--- src/rtl/odo_pkg.sv ---
// Shared constants for the shaft odometer: completion-mode codes, FSM state
// encoding and default conditioning/stall timing.
package odo_pkg;

    localparam logic [1:0] ODO_BOTH  = 2'b00;
    localparam logic [1:0] ODO_AVG   = 2'b01;
    localparam logic [1:0] ODO_LEFT  = 2'b10;
    localparam logic [1:0] ODO_RIGHT = 2'b11;

    localparam logic [1:0] ST_IDLE  = 2'b00;
    localparam logic [1:0] ST_RUN   = 2'b01;
    localparam logic [1:0] ST_DONE  = 2'b10;
    localparam logic [1:0] ST_STALL = 2'b11;

    localparam int ODO_FILTER_CYCLES = 500;
    localparam int ODO_STALL_CYCLES  = 25_000_000;

endpackage

--- src/rtl/shaft_pulse_filter.sv ---
// One encoder pin: 2-FF synchronizer, consecutive-sample glitch filter and a
// one-cycle strobe on each filtered rising edge.
module shaft_pulse_filter
    import odo_pkg::*;
#(
    parameter int FILTER_CYCLES = ODO_FILTER_CYCLES
) (
    input  logic clk,
    input  logic rst,
    input  logic pin,
    output logic strobe
);

    localparam int FW = $clog2(FILTER_CYCLES + 1);

    logic          sync1;
    logic          sync2;
    logic          level;
    logic          level_d;
    logic [FW-1:0] count;

    always_ff @(posedge clk or posedge rst) begin
        if (rst) begin
            sync1   <= 1'b0;
            sync2   <= 1'b0;
            level   <= 1'b0;
            level_d <= 1'b0;
            count   <= '0;
            strobe  <= 1'b0;
        end else begin
            sync1   <= pin;
            sync2   <= sync1;
            level_d <= level;
            strobe  <= level & ~level_d;
            // Any sample agreeing with the accepted level restarts the qualification run.
            if (sync2 == level) begin
                count <= '0;
            end else if (count == FW'(FILTER_CYCLES - 1)) begin
                level <= sync2;
                count <= '0;
            end else begin
                count <= count + FW'(1);
            end
        end
    end

endmodule

--- src/rtl/shaft_odometer.sv ---
// Distance-based wheel travel measurement with a command/done/stall handshake.
// Optional stall watchdog enabled by defining ODO_STALL_EN.
module shaft_odometer
    import odo_pkg::*;
#(
    parameter int CNT_W         = 16,
    parameter int FILTER_CYCLES = ODO_FILTER_CYCLES,
    parameter int STALL_CYCLES  = ODO_STALL_CYCLES
) (
    input  logic             clk,
    input  logic             rst,
    input  logic             shaftPulseL,
    input  logic             shaftPulseR,
    input  logic             cmd_valid,
    output logic             cmd_ready,
    input  logic [CNT_W-1:0] cmd_target,
    input  logic [1:0]       cmd_mode,
    input  logic             cmd_abort,
    output logic             done,
    output logic             stall,
    output logic             busy,
    output logic [CNT_W-1:0] cnt_l,
    output logic [CNT_W-1:0] cnt_r
);

    localparam logic [CNT_W-1:0] CNT_MAX = '1;

    logic [1:0]       state_reg;
    logic [CNT_W-1:0] target_reg;
    logic [1:0]       mode_reg;
    logic             accept;
    logic             complete;
    logic             stall_hit;
    logic [1:0]       pins;
    logic [1:0]       strobes;
    logic [CNT_W-1:0] counts [2];
    logic [CNT_W:0]   sum;

    assign accept = cmd_valid && (state_reg == ST_IDLE);
    assign pins   = {shaftPulseR, shaftPulseL};

    genvar gi;
    generate
        for (gi = 0; gi < 2; gi++) begin : g_wheel
            logic [CNT_W-1:0] count_reg;

            shaft_pulse_filter #(.FILTER_CYCLES(FILTER_CYCLES)) u_filter (
                .clk    (clk),
                .rst    (rst),
                .pin    (pins[gi]),
                .strobe (strobes[gi])
            );

            // Accept clears the counter and swallows a coincident strobe.
            always_ff @(posedge clk or posedge rst) begin
                if (rst) begin
                    count_reg <= '0;
                end else if (accept) begin
                    count_reg <= '0;
                end else if (strobes[gi] && (count_reg != CNT_MAX)) begin
                    count_reg <= count_reg + CNT_W'(1);
                end
            end

            assign counts[gi] = count_reg;
        end
    endgenerate

    assign cnt_l = counts[0];
    assign cnt_r = counts[1];
    assign sum   = {1'b0, cnt_l} + {1'b0, cnt_r};

    always_comb begin
        complete = 1'b0;
        case (mode_reg)
            ODO_BOTH:  complete = (cnt_l >= target_reg) && (cnt_r >= target_reg);
            ODO_AVG:   complete = (sum[CNT_W:1] >= target_reg);
            ODO_LEFT:  complete = (cnt_l >= target_reg);
            default:   complete = (cnt_r >= target_reg);
        endcase
    end

`ifdef ODO_STALL_EN
    localparam int TW = $clog2(STALL_CYCLES + 1);

    logic [TW-1:0] timer_reg;

    always_ff @(posedge clk or posedge rst) begin
        if (rst) begin
            timer_reg <= '0;
        end else if (accept || (|strobes)) begin
            timer_reg <= '0;
        end else if (state_reg == ST_RUN) begin
            timer_reg <= timer_reg + TW'(1);
        end
    end

    assign stall_hit = (state_reg == ST_RUN) && (timer_reg == TW'(STALL_CYCLES - 1));
    assign stall     = (state_reg == ST_STALL);
`else
    // No watchdog in this build; the limit parameter stays for a uniform interface.
    assign stall_hit = (STALL_CYCLES < 0);
    assign stall     = 1'b0;
`endif

    always_ff @(posedge clk or posedge rst) begin
        if (rst) begin
            state_reg  <= ST_IDLE;
            target_reg <= '0;
            mode_reg   <= ODO_BOTH;
        end else begin
            case (state_reg)
                ST_IDLE: begin
                    if (cmd_valid) begin
                        state_reg  <= ST_RUN;
                        target_reg <= cmd_target;
                        mode_reg   <= cmd_mode;
                    end
                end
                // Abort beats completion, completion beats stall.
                ST_RUN: begin
                    if (cmd_abort) begin
                        state_reg <= ST_IDLE;
                    end else if (complete) begin
                        state_reg <= ST_DONE;
                    end else if (stall_hit) begin
                        state_reg <= ST_STALL;
                    end
                end
                default: state_reg <= ST_IDLE;
            endcase
        end
    end

    assign cmd_ready = (state_reg == ST_IDLE);
    assign busy      = (state_reg == ST_RUN);
    assign done      = (state_reg == ST_DONE);

endmodule

--- config.mk ---
export PLATFORM = sky130hd
export DESIGN_NAME = shaft_odometer
export DESIGN_NICKNAME = d
export VERILOG_FILES = /design/src/rtl/odo_pkg.sv /design/src/rtl/shaft_pulse_filter.sv /design/src/rtl/shaft_odometer.sv
export SDC_FILE = /design/constraint.sdc
export NUM_CORES = 1
export LEC_CHECK = 0
export CAP_MARGIN = 20
export CORE_ASPECT_RATIO = 1.5
export CORE_MARGIN = 2
export CORE_UTILIZATION = 44
export DETAILED_ROUTE_END_ITERATION = 16
export DONT_BUFFER_PORTS = 1
export PLACE_DENSITY_LB_ADDON = 0.08
export SYNTH_ARGS = -nofsm -noshare
export SYNTH_HDL_FRONTEND = slang
export SYNTH_HIERARCHICAL = 1
export SYNTH_SLANG_ARGS = --single-unit
--- constraint.sdc ---
create_clock -name clk -period 4.6 [get_ports clk]
set_input_delay 0.92 -clock clk [delete_from_list [all_inputs] [get_ports clk]]
set_output_delay 0.92 -clock clk [all_outputs]
set_load 0.02 [all_outputs]
After elaboration in Yosys (flattened, before gate mapping)
Index checks and enable logic that the tools add are counted.
{"block": "totals", "ramBits": 0, "mem_count": 0, "latchBits": 0, "mem_bits_ro": 0, "reg_bits": 80, "output_inout_bits": 36}
{"block": "classes", "mux": 13, "bitwise_logic": 6, "n_addsub": 5, "order_cmp": 3, "n_mul": 0, "div": 0, "n_reduce_logical": 12, "eq_ne": 12, "shifts": 0}
{"cell": "$mux W16", "count": 4}
{"cell": "$ge A16 B16 Y1", "count": 3}
{"cell": "$mux W9", "count": 4}
{"cell": "$add A16 B1 Y16 const B", "count": 2}
{"cell": "$ne A16 B16 Y1 const B", "count": 2}
{"cell": "$add A9 B1 Y9 const B", "count": 2}
{"cell": "$eq A9 B9 Y1 const B", "count": 2}
{"cell": "$add A16 B16 Y17", "count": 1}
{"cell": "$reduce_and A2 Y1", "count": 4}
{"cell": "$mux W2", "count": 3}
{"cell": "$eq A2 B1 Y1 const B", "count": 2}
{"cell": "$eq A2 B2 Y1 const B", "count": 2}
{"cell": "$logic_and A1 B1 Y1", "count": 4}
{"cell": "$logic_not A2 Y1", "count": 2}
{"cell": "$not A1 Y1", "count": 4}
{"cell": "$pmux W2 S2", "count": 1}
{"cell": "$reduce_bool A2 Y1", "count": 2}
{"cell": "$ne A3 B2 Y1 const B", "count": 1}
{"cell": "$pmux W1 S3", "count": 1}
{"cell": "$and A1 B1 Y1", "count": 2}
{"cell": "$eq A1 B1 Y1", "count": 2}
{"cell": "$ne A2 B2 Y1 const B", "count": 1}

Depth between registers and ports, before layout
Gate-level depths: netlist of run 1.
{"block": "depth", "word_depth": 6, "mapped_depth": 15, "mapped_depth_nobuf": 15}

Cells and area by module
The synthesis of run 1 kept the hierarchy.
{"module": "shaft_odometer", "area_each_um2": 4189.0, "n_inst": 1, "seq_area_each_um2": 1301.2, "cells_each": 484}
{"module": "shaft_pulse_filter", "area_each_um2": 665.6, "n_inst": 2, "seq_area_each_um2": 350.3, "cells_each": 64}

Worst setup path after synthesis of run 1
OpenSTA, ideal clock, no wires.
{"block": "synth_timing", "path_kind": "register -> register", "start": "register g_wheel[0].count_reg[2] (netlist: cnt_l[2])", "end": "register state_reg[0]", "synth_period_minus_slack_ps": 3670, "t_arrival_ps": 3538, "path_stages_with_launch": 15, "setup_slack_ps": 930, "setup_time_ps": 131, "cell_sequence": "dfrtp_1 ha_1 nor2b_1 o21bai_1 a211oi_1 o211ai_1 nand2_1 a311o_1 ha_1 nand3_1 or4_1 nor4_1 nand3b_2 nor4_1 or3_1"}
{"block": "synth_via", "elab_chain_len": 5}
{"item": "from (decl)", "line_no": "shaft_odometer.sv:45", "text": "logic [CNT_W-1:0] count_reg;"}
{"item": "from (signal assigned)", "line_no": "shaft_odometer.sv:61", "text": "count_reg <= count_reg + CNT_W'(1);"}
{"item": "$add A16 B16 Y17 / $ge A16 B16 Y1 (equally long branches)", "line_no": "shaft_odometer.sv:71, shaft_odometer.sv:76, shaft_odometer.sv:78"}
{"item": "$ge A16 B16 Y1 / $logic_and A1 B1 Y1 (equally long branches)", "line_no": "shaft_odometer.sv:77, shaft_odometer.sv:76"}
{"item": "$pmux W1 S3 (*)", "line_no": "shaft_odometer.sv:75", "text": "case (mode_reg)"}
{"item": "$ne A3 B2 Y1 (no source line) (*)"}
{"item": "$reduce_and A2 Y1 (no source line) (*)"}
{"item": "to (signal assigned)", "line_no": "shaft_odometer.sv:108", "text": "state_reg <= ST_IDLE;"}
{"item": "to (signal assigned)", "line_no": "shaft_odometer.sv:115", "text": "state_reg <= ST_RUN;"}
{"item": "to (signal assigned)", "line_no": "shaft_odometer.sv:123", "text": "state_reg <= ST_IDLE;"}
{"item": "to (decl)", "line_no": "shaft_odometer.sv:28", "text": "logic [1:0] state_reg;"}
Mark *: on every way between the ends. The rest lies on a longest branch, timed or not.
A chain may end at the register's enable or synchronous reset.

Final worst setup path of run 1
{"block": "layout_timing", "start": "register g_wheel[0].count_reg[5] (netlist: cnt_l[5])", "end": "register state_reg[0]"}
Same word-level chain as after synthesis.

==> results of run 1 <==
## power by group through the flow
stage	sequential [W]	combinational (W)	clock (W)
finish	0.000844	0.000644	0.000733
global route	0.000856	0.000739	0.000779
CTS	0.000845	0.000655	0.000753
detailed placement	0.000858	0.000648	0
global placement	0.000854	0.000625	0
floorplan	0.000834	0.000477	0
## cells in the mapped netlist (all sizes together) (2+ instances only)
library cell / number
ha: 67
or4: 5
nand2b: 8
and3b: 2
nor3: 14
o211ai: 2
nand3: 32
nand2: 49
o221a: 2
o21ai: 37
mux2: 4
nor2: 59
nor2b: 13
inv: 39
buf: 2
or4b: 3
nor4: 4
o31ai: 5
or3: 8
nand4: 16
nand3b: 4
a31oi: 6
a2111oi: 5
nand4b: 2
xor2: 23
o221ai: 3
o21bai: 4
and4: 5
and3: 10
and2: 4
dfrtp: 80
o21a: 8
a21oi: 36
xnor2: 20
a211oi: 3
a21o: 2
clkbuf: 14
## path summary, 6_finish.rpt
check,from,endpoint,depth (start not counted)
max,cnt_l[5]$_DFFE_PP0P_,state_reg[0]$_DFFE_PP0P_,14
min,g_wheel[0].u_filter/sync1$_DFF_PP0_,g_wheel[0].u_filter/sync2$_DFF_PP0_,0
max reg2reg,cnt_l[5]$_DFFE_PP0P_,state_reg[0]$_DFFE_PP0P_,14
min reg2reg,g_wheel[0].u_filter/sync1$_DFF_PP0_,g_wheel[0].u_filter/sync2$_DFF_PP0_,0
max in group asynchronous,rst,target_reg[10]$_DFFE_PP0P_,2
min in group asynchronous,rst,target_reg[5]$_DFFE_PP0P_,1
## layer usage
| layer | GRT usage (%) | up-vias |
|---|---|---|
| met1 | 23.6 | 2195 |
| met4 | 11.4 | 0 |
| li1 | - | 2213 |
| met2 | 41.4 | 106 |
| met5 | 0 | - |
| met3 | 5.34 | 38 |
## cell usage in the layout, fill, tap and decap left out, types with 9 or more instances in the layout
master / instances
o21ai_0: 16
nand3_1: 30
and3_1: 10
nand4_1: 14
inv_1: 38
nand2_1: 48
nor2_1: 59
nor3_1: 14
xor2_1: 23
buf_4: 18
nor2b_1: 13
dfrtp_1: 80
clkbuf_16: 9
ha_1: 67
o21ai_1: 20
a21oi_1: 36
xnor2_1: 20
## layout make-up
class	count	area [um2]	share of cell area, %
clock buffer	10	229	3.76
clock inverter	6	66.3	1.09
inverter	39	146	2.41
multi-input combinational	477	3310	54.4
sequential	80	2000	32.9
tap	156	195	3.21
timing repair buffer	18	135	2.22
## logic make-up after synthesis
kind of cell	Yosys count	synth area share (%)
AO/OA/AOI/OAI	119	13.3
XOR/XNOR	43	6.82
adder cells (fa/ha/maj)	68	15.5
buffers and inverters	55	3.81
flip-flops	80	36.3
multiplexers	5	0.997
other	1	0.0679
AND/OR/NAND/NOR	241	23.2
## through the flow
| stage | worst slack, ns | cells |
|---|---|---|
| final | 0.478 | 786 |
| after global placement | 0.680 | 770 |
| after detailed placement | 0.521 | 770 |
| after global routing | 0.138 | 786 |
| after CTS | 0.495 | 786 |
| after floorplan | 0.930 | 612 |
==> metrics, run 1 <==
cell count after synthesis=612; final WL=14.4 mm; crit path max-delay cell type=dfrtp_1; Worst Path Buf+Inv=0; CTS tree=built; initial antenna violation count=0; Clock Sinks=80; number of synthesized register bits=80; CP Capture Type=flop; chip height=~140 um; Yosys warning total=6; initial core utilization=about 45%; number of synthesized flops with an enable pin=0; status=complete, no violations; Crit path max-delay family=simple AND/OR/NAND/NOR gates; Final Max Tran Viols=0; Async SR Flop Fraction=between 90% and 100%; DR pass1 iterations=4; CTS hold repair buffers=0; maxcap violations=0; Yosys top cell by area=dfrtp_1; Post-CTS Setup Inserts=0; power per standard cell area=about 370 nW/um2; combinational share of power=29.0%; hold crit path type=flop to flop; drt drc=0; area delta synth->final=10.2%; port buffer count=0; setup slack, reg-to-reg=roughly 0.48 ns; setup TNS=0 ns; fill cell count=around 1,200; Switch Pwr=around 0.00079 W; core area=between 10,000 and 15,000 um2; worst relative slew slack=~52%; vias per inst=about 5.8; Clock Pin Slew Worst Setup and Hold Paths=roughly 0.060 ns; Synth Area per Inst=about 9 um2; final core occ=roughly half; DR vias=roughly 4,600; Final setup viols=0; startpoint types=flop; post-synthesis sequential area ratio=36.3%; Fin Hold WS=approximately 0.35 ns; ant diodes=0; skew final=0.00924 ns; Worst Tran Pin Value=approximately 0.72 ns; Clock Latency Late Sink=roughly 0.35 ns; WP data required=around 4.8 ns; VDD IR max=approximately 0.25 mV; first-pass GRT wire length=23.2 mm; sequential share of power=a little under two fifths; GRT Util Overall=roughly 23%; post-route minimum period=~4.1 ns; Placed Area=5790 um2; CTS Buf Count=9; Sw Share=35.6%; Setup Crit Path Kind=flop to flop; DR WL met3=637 um; total power=between 0.002 and 0.0025 W; grt total ovfl=0; DP HPWL=11.3 mm; top fanout value on the critical path=5; Pint=~0.0014 W; IO Count=60; Distinct cells, synth=between 50 and 60; Iteration-0 DRC Markers=roughly 190; critical path cell sequence=ha_1 > a21oi_1 > and2_1 > a211oi_1 > o211ai_1 > nand2_1 > a311o_1 > ha_1 > nand3_1 > or4_1 > nor4_1 > nand3b_2 > nor4_1 > or3_1; htree depth=3; DR top layer=met4; Post-Syn Nets=~700; Synth area leaders=dfrtp_1, ha_1, nor2_1; Yosys top cell area share=36.3%; share of post-route cells with drive strength above 1=between 7 and 8%; Critical Path Max Stage Delay=roughly 0.53 ns; CP arrival=~4.3 ns; final hold violations=0; largest net degree at the start of global routing=39; antenna-violating nets left=0; Final Cycle Share=between 80 and 90%; Mapped Area=5520 um2; design area=6080 um2; Post-layout nets=slightly above 700; Clock Power Share=roughly 33%; Die Area=13,500 um2; Metal-1 WL=approximately 5.4 mm; max frequency=around 240 MHz; num rows=50; Post-CTS Resized=0; CTS root buf=clkbuf_16; max reg flops=18; Primary FF master, synth=dfrtp_1; RSZ-0062 raised after global routing=no; routed wl met2=approximately 7.7 mm; detail-routed net length per standard cell=around 18 um; GP Congestion=about 0.89; Longest Clk Path Bufs=2; vias in the first global route=approximately 4,700; Pleak=2.88 nW; die width=around 95 um
Note: power is estimated with default switching activity, not from simulation.
==> inputs of run 2 (changes only) <==
--- a/config.mk
+++ b/config.mk
@@ -8,10 +8,11 @@
 export CAP_MARGIN = 20
 export CORE_ASPECT_RATIO = 1.5
 export CORE_MARGIN = 2
-export CORE_UTILIZATION = 44
+export CORE_UTILIZATION = 65
 export DETAILED_ROUTE_END_ITERATION = 16
 export DONT_BUFFER_PORTS = 1
 export PLACE_DENSITY_LB_ADDON = 0.08
+export REMOVE_ABC_BUFFERS = 1
 export SYNTH_ARGS = -nofsm -noshare
 export SYNTH_HDL_FRONTEND = slang
 export SYNTH_HIERARCHICAL = 1
==> metrics, run 2 (same netlist as run 1, synthesis figures left out) <==
die width=79.2 um; Iteration-0 DRC Markers=around 270; critical path cell sequence=ha_1 > nor2b_1 > o21bai_1 > a211oi_1 > o211ai_1 > nand2_1 > a311o_1 > ha_1 > nand3_1 > or4_1 > nor4_1 > nand3b_2 > nor4_1 > or3_1; Clock Latency Late Sink=~0.34 ns; Crit path depth=14; capturing point of the worst reg2reg path=state_reg[0]$_DFFE_PP0P_; Switch Pwr=between 0.0007 and 0.0008 W; initial antenna violation count=0; area taken by flip-flops and latches=2000 um2; Clock Sinks=80; core area=8310 um2; Final Cycle Share=roughly nine tenths; CTS tree=built; VDD IR max=about 0.29 mV; Reg2Reg Launch Point=cnt_r[2]$_DFFE_PP0P_; Worst Setup EP=state_reg[0]$_DFFE_PP0P_; power per standard cell area=between 300 and 400 nW/um2; Setup Crit Path Kind=flop to flop; final core occ=72.1%; setup slack, reg-to-reg=a little over 0.4 ns; GRT Util Overall=approximately 30%; share of post-route cells with drive strength above 1=under 10%; hold crit path type=flop to flop; area delta synth->final=8.48%; worst relative slew slack=roughly 43%; DR top layer=met4; maxcap violations=0; antenna-violating nets left=0; Crit path max-delay family=simple AND/OR/NAND/NOR gates; most frequent cells in the layout=dfrtp_1, ha_1, nor2_1; DR vias=~4,600; Post-layout nets=710; routed wl met2=a little over 7 mm; WP data required=roughly 4.8 ns; Longest Clk Path Bufs=2; initial core utilization=66.4%; combinational share of power=between 20% and 30%; Die Area=between 9000 and 10,000 um2; vias per inst=between 6 and 7; fill cell count=roughly 660; grt total ovfl=0; detail-routed net length per standard cell=~18 um; htree depth=3; drt drc=0; first-pass GRT wire length=21.8 mm; DP HPWL=10.1 mm; startpoint types=flop; R2R depth=14; ant diodes=0; max reg flops=18; Final setup viols=0; CTS root buf=clkbuf_16; Clock Power Share=around 33%; final WL=roughly 13 mm; Clock Pin Slew Worst Setup and Hold Paths=around 0.06 ns; GP Congestion=roughly 0.94; crit path max-delay cell type=dfrtp_1; crit path launch=cnt_r[2]$_DFFE_PP0P_; Worst Path Buf+Inv=0; Post-CTS Setup Inserts=0; area of the multi-input gates=between 3000 and 4000 um2; CTS Buf Count=9; Worst Tran Pin Value=around 0.86 ns; commonest non-fill, non-tap cell in the layout=dfrtp_1; IO Count=60; Critical Path Max Stage Delay=roughly 0.63 ns; DR WL met3=614 um; CP arrival=between 4 and 5 ns; post-route minimum period=4.19 ns; skew final=~0.0064 ns; Post-CTS Resized=0; port buffer count=0; Fin Hold WS=around 0.35 ns; DR pass1 iterations=4; sequential share of power=38.0%; num rows=41; CP Capture Type=flop; status=complete, no violations; top fanout value on the critical path=8; RSZ-0062 raised after global routing=no; largest net degree at the start of global routing=53; Metal-1 WL=a little under 5 mm; Final Max Tran Viols=0; chip height=117 um; setup TNS=0 ns; final hold violations=0; hold path start=g_wheel[0].u_filter/sync1$_DFF_PP0_; Pleak=about 2.8 nW; CTS hold repair buffers=0; max frequency=238 MHz; vias in the first global route=around 4,500; Pint=0.00146 W; Sw Share=34.0%
==> run 2: final cells by class <==
cell class                 count  area share, %
timing repair buffer          11           1.59
inverter                      39           2.44
clock buffer                  14           4.41
multi-input combinational    477           55.3
clock inverter                 2          0.627
tap                          107           2.24
sequential                    80           33.4
==> run 2: worst min-delay path by stage <==
stage               cells after the start  slack (ns)                             endpoint
detailed placement                      0        0.34  g_wheel[0].u_filter/sync2$_DFF_PP0_
global route                            0        0.35  g_wheel[0].u_filter/sync2$_DFF_PP0_
finish                                  0        0.35  g_wheel[0].u_filter/sync2$_DFF_PP0_
CTS                                     0        0.35  g_wheel[0].u_filter/sync2$_DFF_PP0_
floorplan                               0        0.33  g_wheel[0].u_filter/sync2$_DFF_PP0_
global placement                        0        0.34  g_wheel[0].u_filter/sync2$_DFF_PP0_
==> run 2: power by group through the flow <==
stage	clock [W]	sequential [W]	combinational [W]
floorplan	0	0.000836	0.000465
global placement	0	0.000851	0.000608
detailed placement	0	0.000855	0.000637
CTS	0.000737	0.000843	0.000648
global route	0.000770	0.000853	0.000738
finish	0.000726	0.000842	0.000650
==> run 2: layer usage <==
metal | up-vias | GRT usage [%]
met2 | 128 | 55.2
met3 | 50 | 7.21
li1 | 2201 | -
met5 | - | 0
met4 | 0 | 17.6
met1 | 2175 | 32.7
==> run 2: through the flow <==
| stage | instance area (um2) | total power [W] | setup WS, ns | std cells |
|---|---|---|---|---|
| 3_5_place_dp | 5670 | 0.00149 | 0.474 | 713 |
| 2_1_floorplan | 5460 | 0.00130 | 0.930 | 596 |
| 6_report | 5990 | 0.00222 | 0.407 | 730 |
| 5_1_grt | 5990 | 0.00236 | 0.106 | 730 |
| 4_1_cts | 5970 | 0.00223 | 0.424 | 729 |
| 3_3_place_gp | 5670 | 0.00146 | 0.662 | 713 |
==> inputs of run 3 (changes only) <==
--- a/config.mk
+++ b/config.mk
@@ -11,6 +11,8 @@
 export CORE_UTILIZATION = 65
 export DETAILED_ROUTE_END_ITERATION = 16
 export DONT_BUFFER_PORTS = 1
+export GPL_ROUTABILITY_DRIVEN = 0
+export GPL_TIMING_DRIVEN = 0
 export PLACE_DENSITY_LB_ADDON = 0.08
 export REMOVE_ABC_BUFFERS = 1
 export SYNTH_ARGS = -nofsm -noshare
==> metrics, run 3 (same netlist as run 1, synthesis figures left out) <==
status=complete, no violations; R2R depth=15; Placed Area=about 5600 um2; Fin Hold WS=about 0.35 ns; crit path max-delay cell type=dfrtp_1; Die Area=approximately 9300 um2; Final Max Tran Viols=0; Clock Power Share=around 34%; hold crit path type=flop to flop; Layout Cells excl Fill=approximately 700; vias per inst=~6.2; maxcap violations=0; combinational share of power=between 20% and 30%; Cells on Worst Hold Path=0; Sw Share=between 30% and 40%; worst relative slew slack=a little over half; grt total ovfl=0; Pint=0.00149 W; initial core utilization=about two thirds; Critical Path Max Stage Delay=0.57 ns; Pleak=between 2 and 3 nW; setup TNS=0 ns; vias in the first global route=4,387; Post-CTS Setup Inserts=0; DR pass1 iterations=6; core area=8310 um2; fill cell count=652; htree depth=3; detail-routed net length per standard cell=17.3 um; post-route minimum period=roughly 4.3 ns; top fanout value on the critical path=6; DP Cell Count=approximately 710; final hold violations=0; Setup Crit Path Kind=flop to flop; first-pass GRT wire length=slightly above 20 mm; Worst Tran Pin Value=0.695 ns; Longest Clk Path Bufs=2; CP arrival=4.53 ns; Post-layout nets=701; Final setup viols=0; chip height=117 um; CTS hold repair buffers=0; Iteration-0 DRC Markers=244; port buffer count=0; Crit path max-delay family=simple AND/OR/NAND/NOR gates; IO Count=60; largest net degree at the start of global routing=45; setup slack, reg-to-reg=roughly 0.29 ns; Clock Pin Slew Worst Setup and Hold Paths=roughly 0.060 ns; Worst Path Buf+Inv=1; Clock Sinks=80; sequential share of power=37.7%; design area=between 5000 and 6000 um2; DP HPWL=9.45 mm; Switch Pwr=roughly 0.00074 W; area of the multi-input gates=approximately 3300 um2; CP Capture Type=flop; area taken by flip-flops and latches=2000 um2; hold path start=g_wheel[0].u_filter/sync1$_DFF_PP0_; Setup WS pre-CTS=between 0.3 and 0.4 ns; DR vias=about 4,500; drt drc=0; critical path cell sequence=inv_1 > fa_1 > nor2b_1 > o21bai_1 > a211oi_1 > o211ai_1 > nand2_1 > xor2_1 > ha_1 > nand3_1 > or4_1 > nor4_1 > nand3b_2 > nor4_1 > or3_1; startpoint types=flop; CTS root buf=clkbuf_16; antenna-violating nets left=0; Clock Latency Late Sink=about 0.34 ns; Final Cycle Share=around 94%; CTS Buf Count=9; final WL=between 10 and 15 mm; RSZ-0062 raised after global routing=no; die width=79.2 um; VDD IR max=0.261 mV; num rows=just over 40; CTS tree=built; WP data required=between 4 and 5 ns; ant diodes=0; skew final=a little under 0.01 ns; Hold Path Sink=g_wheel[0].u_filter/sync2$_DFF_PP0_; max reg flops=18; share of post-route cells with drive strength above 1=roughly 5.2%; Reg2Reg Launch Point=cnt_l[1]$_DFFE_PP0P_; Post-CTS Resized=0; GRT Util Overall=28.2%; power per standard cell area=375 nW/um2; capturing point of the worst reg2reg path=state_reg[0]$_DFFE_PP0P_; max frequency=between 200 and 250 MHz; commonest non-fill, non-tap cell in the layout=dfrtp_1; area delta synth->final=7.68%; Final Worst Setup Slack=between 0.2 and 0.3 ns; initial antenna violation count=0; most frequent cells in the layout=dfrtp_1, ha_1, nor2_1; Most Frequent Cell on Critical Path=nor4_1
==> run 3: worst max-delay path by stage <==
stage | from | endpoint | slack, ns | depth (start not counted)
floorplan | cnt_l[2]$_DFFE_PP0P_ | state_reg[0]$_DFFE_PP0P_ | 0.93 | 14
detailed placement | cnt_l[1]$_DFFE_PP0P_ | state_reg[0]$_DFFE_PP0P_ | 0.36 | 15
global route | cnt_l[1]$_DFFE_PP0P_ | state_reg[0]$_DFFE_PP0P_ | 0.06 | 15
finish | cnt_l[1]$_DFFE_PP0P_ | state_reg[0]$_DFFE_PP0P_ | 0.29 | 15
CTS | cnt_l[1]$_DFFE_PP0P_ | state_reg[0]$_DFFE_PP0P_ | 0.29 | 15
global placement | cnt_l[1]$_DFFE_PP0P_ | state_reg[0]$_DFFE_PP0P_ | 0.39 | 15
==> run 3: cell type report <==
| type | count | area share, % |
|---|---|---|
| clock buffers | 10 | 3.85 |
| clock inverters | 6 | 1.41 |
| inverters | 39 | 2.46 |
| multi-input cells | 477 | 55.7 |
| flip-flops and latches | 80 | 33.7 |
| well taps | 107 | 2.25 |
| repair buffers | 2 | 0.674 |
==> run 3: power by group through the flow <==
stage | sequential [W] | combinational, W | clock [W]
global route | 0.000850 | 0.000721 | 0.000790
CTS | 0.000841 | 0.000636 | 0.000764
global placement | 0.000850 | 0.000584 | 0
finish | 0.000841 | 0.000634 | 0.000754
floorplan | 0.000836 | 0.000465 | 0
detailed placement | 0.000853 | 0.000625 | 0
==> run 3: metal layers <==
layer	wire [um]	share of wire, %	global-route usage, %
met5	0	0	0
met4	518	4.2	14.3
met2	6700	54	53.2
met1	4700	38	29.2
met3	541	4.3	5.83
==> run 3: metrics by stage <==
stage / power [W] / util (%)
final: 0.00223 / 71.5
after global routing: 0.00236 / 71.5
after CTS: 0.00224 / 71.5
after detailed placement: 0.00148 / 67.8
after global placement: 0.00143 / 67.3
after floorplan: 0.00130 / -
